`src/rtl/gdr_pkt_pkg.sv`:
```
// Shared PCS/gen-pkt types: control characters, 32-word PCS bundles,
// gen-pkt memory response layout and the RX checker state encoding.
package gdr_pkt_pkg;

    localparam int GEN_MEM_ADDR = 13;
    localparam int PCS_WRD_N    = 32;

    localparam logic [7:0] PCS_C_START = 8'hFB;
    localparam logic [7:0] PCS_C_END   = 8'hFD;

    typedef struct packed {
        logic [127:0] dw;
    } DWORD_128_s;

    // Word w occupies wrd[w]; byte[7] of each word is bits [63:56].
    typedef struct packed {
        logic [PCS_WRD_N-1:0][63:0] wrd;
    } PCS_D_32_WRD_s;

    // One ctl bit per byte, ctl[w][b] qualifies byte b of word w.
    typedef struct packed {
        logic [PCS_WRD_N-1:0][7:0] ctl;
    } PCS_C_32_WRD_s;

    typedef struct packed {
        DWORD_128_s [15:0] mem_data;
        logic              sop;
        logic              terminate;
    } GEN_MEM_RD_RSP_s;

    typedef enum logic {
        RX_IDLE = 1'b0,
        RX_PKT  = 1'b1
    } RX_CHK_ST_e;

    // TX PCS half-word order: half-word j sits at bits [32j+31:32j].
    // Half-words 0..31 are the high halves of words 0..31, half-words
    // 32..63 the low halves of the same words.
    function automatic logic [2047:0] tpcs_remap(input PCS_D_32_WRD_s d);
        logic [2047:0] r;
        r = '0;
        for (int w = 0; w < PCS_WRD_N; w++) begin
            r[32*w +: 32]        = d.wrd[w][63:32];
            r[32*(w+32) +: 32]   = d.wrd[w][31:0];
        end
        return r;
    endfunction

endpackage

```
`src/rtl/rpcs_ctl_det.sv`:
```
// Per-64b-word control detect: START in the top byte of either half-word,
// TERMINATE in any byte, both only where the byte's ctl bit is set.
module rpcs_ctl_det
    import gdr_pkt_pkg::*;
(
    input  logic [63:0] d_i,
    input  logic [7:0]  c_i,
    output logic        start_o,
    output logic        term_o
);

    // Combinational decode of one word
    always_comb begin
        start_o = (c_i[7] && (d_i[63:56] == PCS_C_START)) ||
                  (c_i[3] && (d_i[31:24] == PCS_C_START));
        term_o  = 1'b0;
        for (int b = 0; b < 8; b++) begin
            if (c_i[b] && (d_i[8*b +: 8] == PCS_C_END)) begin
                term_o = 1'b1;
            end
        end
    end

endmodule

```
`config.mk`:
```
export PLATFORM = sky130hd
export DESIGN_NAME = rpcs_ctl_det
export DESIGN_NICKNAME = d
export VERILOG_FILES = /design/src/rtl/gdr_pkt_pkg.sv /design/src/rtl/rpcs_ctl_det.sv
export SDC_FILE = /design/constraint.sdc
export NUM_CORES = 1
export LEC_CHECK = 0
export BUFFER_PORTS_ARGS = -buffer_cell sky130_fd_sc_hd__clkbuf_2
export CORE_AREA = 2 2 39 41
export DETAILED_ROUTE_END_ITERATION = 10
export DIE_AREA = 0 0 41 43
export PLACE_DENSITY_LB_ADDON = 0.05
export SETUP_SLACK_MARGIN = 0.05
export SYNTH_ARGS = -nofsm -noshare
export SYNTH_HDL_FRONTEND = slang
export SYNTH_SLANG_ARGS = --single-unit
```
`constraint.sdc`:
```
create_clock -name vclk -period 1.41
set_input_delay 0.2115 -clock vclk [all_inputs]
set_output_delay 0.2115 -clock vclk [all_outputs]
set_load 0.05 [all_outputs]
```
==> impl_metrics.json, run 1 <==
{
  "cp_max_fo": 1,
  "arrival_ps": 1040,
  "maxCapViolCount": 0,
  "multi_input_area_um2": 231,
  "regArea_um2": 0,
  "peakVddDrop_mv": 0.0773,
  "initial_core_util_pct": 14.5,
  "critical_path_class": "input pin to primary output",
  "leakage_nw": 0.365,
  "core_area_um2": 1380,
  "dp_hpwl_um": 1020,
  "rows": 14,
  "crit_end": "term_o",
  "drc_errors": 0,
  "antenna_found_initial": 0,
  "viasPerCell": 4.52,
  "fill_cells": 132,
  "globalplace.congestion": 0.628,
  "met2_length_um": 493,
  "nClkBuffers": 0,
  "final_cell_mix": "clkbuf_2 (73), nand2_1 (13), nand4_1 (9)",
  "max_freq_mhz": 800,
  "layout_min_cycle_time_ps": 1250,
  "dpl_cell_area_um2": 591,
  "syn_inst": 38,
  "syn_to_final_growth_pct": 214,
  "fp.dieH_um": 43,
  "portBuffers": 74,
  "hold_violations": 0,
  "slowest_stage": "nor4_2",
  "grt_max_degree": 3,
  "timing.critical_path.required_ps": 1200,
  "synth.top_cell.area_share_pct": 28.1,
  "die_area_um2": 1760,
  "outcome": "complete, no violations",
  "yosys.area.top_type": "nand4_1",
  "ant_nets": 0,
  "crit_path_start_kind": "input pin",
  "grt_pass1_vias": 483,
  "post-cts-setup-buffers": 0,
  "layout_commonest_cell": "clkbuf_2",
  "max-slew-margin-rel_pct": 81.6,
  "nFlopsAndLatches": 0,
  "cpPeakStageDelay_ps": 320,
  "avgSynthCellArea_um2": 5.27,
  "period_share_pct": 88.7,
  "wl_um": 1050,
  "drv_slew": 0,
  "ys_warn_count": 0,
  "yosysUniqueCellTypes": 6,
  "tns_ps": 0,
  "grt_pass1_wl_um": 1460,
  "rsz0062_at_grt": "no",
  "wl_met1_um": 305,
  "yosys-top-cells-area": "nand4_1 (28%), nand2_1 (24%), nor4_1 (22%), nand3b_1 (15%), nor2_1 (5.6%)",
  "seq_area_frac_synth_pct": 0,
  "final_cell_area_um2": 628,
  "pin_count": 74,
  "p_total_mw": 0.119,
  "top_layer": "met3",
  "track_usage_pct": 10.9,
  "worstMarginPinSlew_ps": 278,
  "num_antenna_cells": 0,
  "power.density_nw_per_um2": 189,
  "dr_wl_met3_um": 252,
  "startpoint": "d_i[54]",
  "dr.pass1.iters": 1,
  "die_w_um": 41,
  "syn_area_um2": 200,
  "vias": 578,
  "grt_remaining_overflow": 0,
  "hp-class": "input pin to primary output",
  "drive_gt1_share_pct": 70.5,
  "post_drt_wl_per_cell_um": 8.22,
  "nets": 186,
  "synth.net_count": 110,
  "worstPathCellList": "clkbuf_2, nand4_1, nor4_2, nor4_2, nand4_1, buf_6",
  "finalSetupViolations": 0,
  "drtIter0Drc": 0,
  "end_kind": "primary output"
}
==> worst min path at each step <==
stage	to	slack [ps]	startpoint	cells past startpoint
2_1_floorplan	start_o	760	d_i[57]	2
3_3_place_gp	start_o	850	d_i[57]	4
3_5_place_dp	start_o	850	d_i[57]	4
4_1_cts	start_o	850	d_i[57]	4
5_1_grt	term_o	860	d_i[26]	4
6_report	term_o	830	d_i[26]	4
==> power breakdown <==
part	internal [mW]	switching [mW]	total (mW)
logic	0.0798	0.0388	0.119
registers	0	0	0
clock network	0	0	0
total	0.0798	0.0388	0.119
==> synth_stat cells <==
cell      number
nor4_1         7
nand2_1       13
nand4_1        9
nand3_1        2
nor2_1         3
nand3b_1       4
==> area by class of cell <==
type                            count  area share (%)
Multi-Input combinational cell     38            36.9
Tap cell                           16            3.19
Timing Repair Buffer               74            60.0
==> cell families after synthesis <==
family           after synthesis  share of synthesized area (%)
AND/OR/NAND/NOR               38                            100
==> worst max-delay path, delay by kind of cell <==
kind | cells | cell delay, ps
buf+inv | 2 | 250
simple gates | 4 | 580
==> per-stage QoR <==
| step | hold WS (ps) | instances | util (%) | setup WS (ps) |
|---|---|---|---|---|
| floorplan | 762 | 38 | - | 103 |
| global placement | 852 | 128 | 42.7 | 45.7 |
| detailed placement | 851 | 128 | 42.7 | 34.2 |
| CTS | 855 | 128 | 42.9 | 73.9 |
| global route | 859 | 128 | 45.4 | 51.0 |
| finish | 832 | 128 | 45.4 | 160 |
==> routing by layer <==
layer  up-vias  global-route usage, %
li1        300                      -
met4         0                      0
met3         0                   1.05
met2        54                   24.4
met1       224                   9.18
met5         -                      0
==> timing repair <==
| item | CTS | global route |
|---|---|---|
| endpoints found under the setup margin | 1 | 1 |
| gates resized for setup | 1 | 7 |
| hold buffers | 0 | 0 |
| pin swaps | 0 | 3 |
| gates cloned | 0 | 0 |
(Power assumes the default switching activity.)
==> run 2, diff against run 1 <==
--- a/config.mk
+++ b/config.mk
@@ -6,11 +6,13 @@
 export NUM_CORES = 1
 export LEC_CHECK = 0
 export BUFFER_PORTS_ARGS = -buffer_cell sky130_fd_sc_hd__clkbuf_2
-export CORE_AREA = 2 2 39 41
+export CELL_PAD_IN_SITES_DETAIL_PLACEMENT = 1
+export CELL_PAD_IN_SITES_GLOBAL_PLACEMENT = 1
+export CORE_UTILIZATION = 10
 export DETAILED_ROUTE_END_ITERATION = 10
-export DIE_AREA = 0 0 41 43
 export PLACE_DENSITY_LB_ADDON = 0.05
 export SETUP_SLACK_MARGIN = 0.05
+export SLEW_MARGIN = 25
 export SYNTH_ARGS = -nofsm -noshare
 export SYNTH_HDL_FRONTEND = slang
 export SYNTH_SLANG_ARGS = --single-unit
==> run 2 against run 1 <==
First-iteration DRC count increased by 1. Highest routed layer unchanged. Sequential cell count unchanged. Non-clock buffer count is the same. Fmax shrank 3.7%. Combinational power hardly changed. Wire length rose by 28%. Final cell count grew 7.0%. Critical path depth unchanged. Critical endpoint unchanged. Critical path type unchanged.
==> impl_metrics.json, run 2 (synthesis results as in run 1) <==
{
  "pin_count": 74,
  "grt_max_degree": 3,
  "post-cts-setup-buffers": 0,
  "nClkBuffers": 0,
  "drtIter0Drc": 1,
  "track_usage_pct": 12.4,
  "hp-class": "input pin to primary output",
  "holdWs_ps": 854,
  "initial_core_util_pct": 11.1,
  "path_delay_family": "simple AND/OR/NAND/NOR gates",
  "cp_max_fo": 1,
  "globalplace.congestion": 0.638,
  "post_drt_wl_per_cell_um": 9.86,
  "p_total_mw": 0.116,
  "viasPerCell": 4.25,
  "critPathBufInv": 2,
  "timing.critical_path.required_ps": 1200,
  "cts_resized": 0,
  "whs_path_depth": 4,
  "wl_um": 1350,
  "holdPathEnd": "start_o",
  "die_w_um": 46.7,
  "worstMarginPinSlew_ps": 322,
  "drc_errors": 0,
  "syn_to_final_growth_pct": 208,
  "rows": 15,
  "nFlopsAndLatches": 0,
  "cpPeakStageDelay_ps": 280,
  "layout_commonest_cell": "clkbuf_2",
  "min_from": "d_i[57]",
  "dr.pass1.iters": 4,
  "rsz0062_at_grt": "yes",
  "portBuffers": 74,
  "grt_remaining_overflow": 0,
  "num_antenna_cells": 0,
  "fp.dieH_um": 46.7,
  "drive_gt1_share_pct": 66.1,
  "core_area_um2": 1800,
  "critical_path_class": "input pin to primary output",
  "grt_pass1_wl_um": 2080,
  "max_freq_mhz": 770,
  "period_share_pct": 92.1,
  "crit_path_start_kind": "input pin",
  "dp_hpwl_um": 1370,
  "ant_nets": 0,
  "max-slew-margin-rel_pct": 78.4,
  "die_area_um2": 2180,
  "peakVddDrop_mv": 0.0524,
  "final_util_pct": 34.2,
  "regArea_um2": 0,
  "leakage_nw": 0.365,
  "hold_violations": 0,
  "outcome": "complete, no violations",
  "vias": 582,
  "end_kind": "primary output",
  "holdBufCountCts": 0,
  "layout_min_cycle_time_ps": 1300,
  "slowest_stage": "nor4_1",
  "maxCapViolCount": 0,
  "arrival_ps": 1090,
  "nets": 186,
  "finalSetupViolations": 0,
  "grt_pass1_vias": 561,
  "antenna_found_initial": 0,
  "worstPathCellList": "clkbuf_2, nand4_1, nor4_1, nor4_1, nand4_1, buf_12",
  "final_cell_mix": "clkbuf_2 (73), nand2_1 (13), nand4_1 (9)",
  "power.density_nw_per_um2": 188,
  "drv_slew": 0
}
[run 2: cell counts in the layout (fill, tap and decap cells not counted)]
Identical to the previous run, type by type.
[run 2: how the worst max path moves through the flow]
| stage | from | endpoint | slack [ps] | depth (start not counted) |
|---|---|---|---|---|
| after floorplan | d_i[53] | term_o | 100 | 4 |
| after global placement | d_i[23] | term_o | 100 | 6 |
| final | d_i[13] | term_o | 110 | 6 |
| after global routing | d_i[21] | term_o | -0.8 | 6 |
| after CTS | d_i[53] | term_o | 50 | 6 |
| after detailed placement | d_i[53] | term_o | 50 | 6 |
[run 2: layout make-up]
class,instances,area (µm²)
Fill cell,269,1180
Multi-Input combinational cell,38,200
Tap cell,25,31.3
Timing Repair Buffer,74,385
[run 2: layer usage]
metal	GRT usage (%)	share of wire, %	up-vias
met2	26.9	56	34
met4	0	0	0
li1	-	-	300
met1	13.8	34	248
met5	0	0	-
met3	0	9.8	0
[run 2: metrics by stage]
| step | cells | setup TNS (ps) | area [µm²] | setup slack [ps] |
|---|---|---|---|---|
| after global routing | 137 | -0.767 | 617 | -0.767 |
| final | 137 | 0 | 617 | 112 |
| after global placement | 137 | 0 | 617 | 101 |
| after floorplan | 38 | 0 | 200 | 103 |
| after CTS | 137 | 0 | 617 | 50.3 |
| after detailed placement | 137 | 0 | 617 | 52.6 |
[run 2: report_power, final]
group / total [mW] / switching [mW] / internal (mW)
sequential: 0 / 0 / 0
combinational: 0.116 / 0.0362 / 0.0800
clock: 0 / 0 / 0
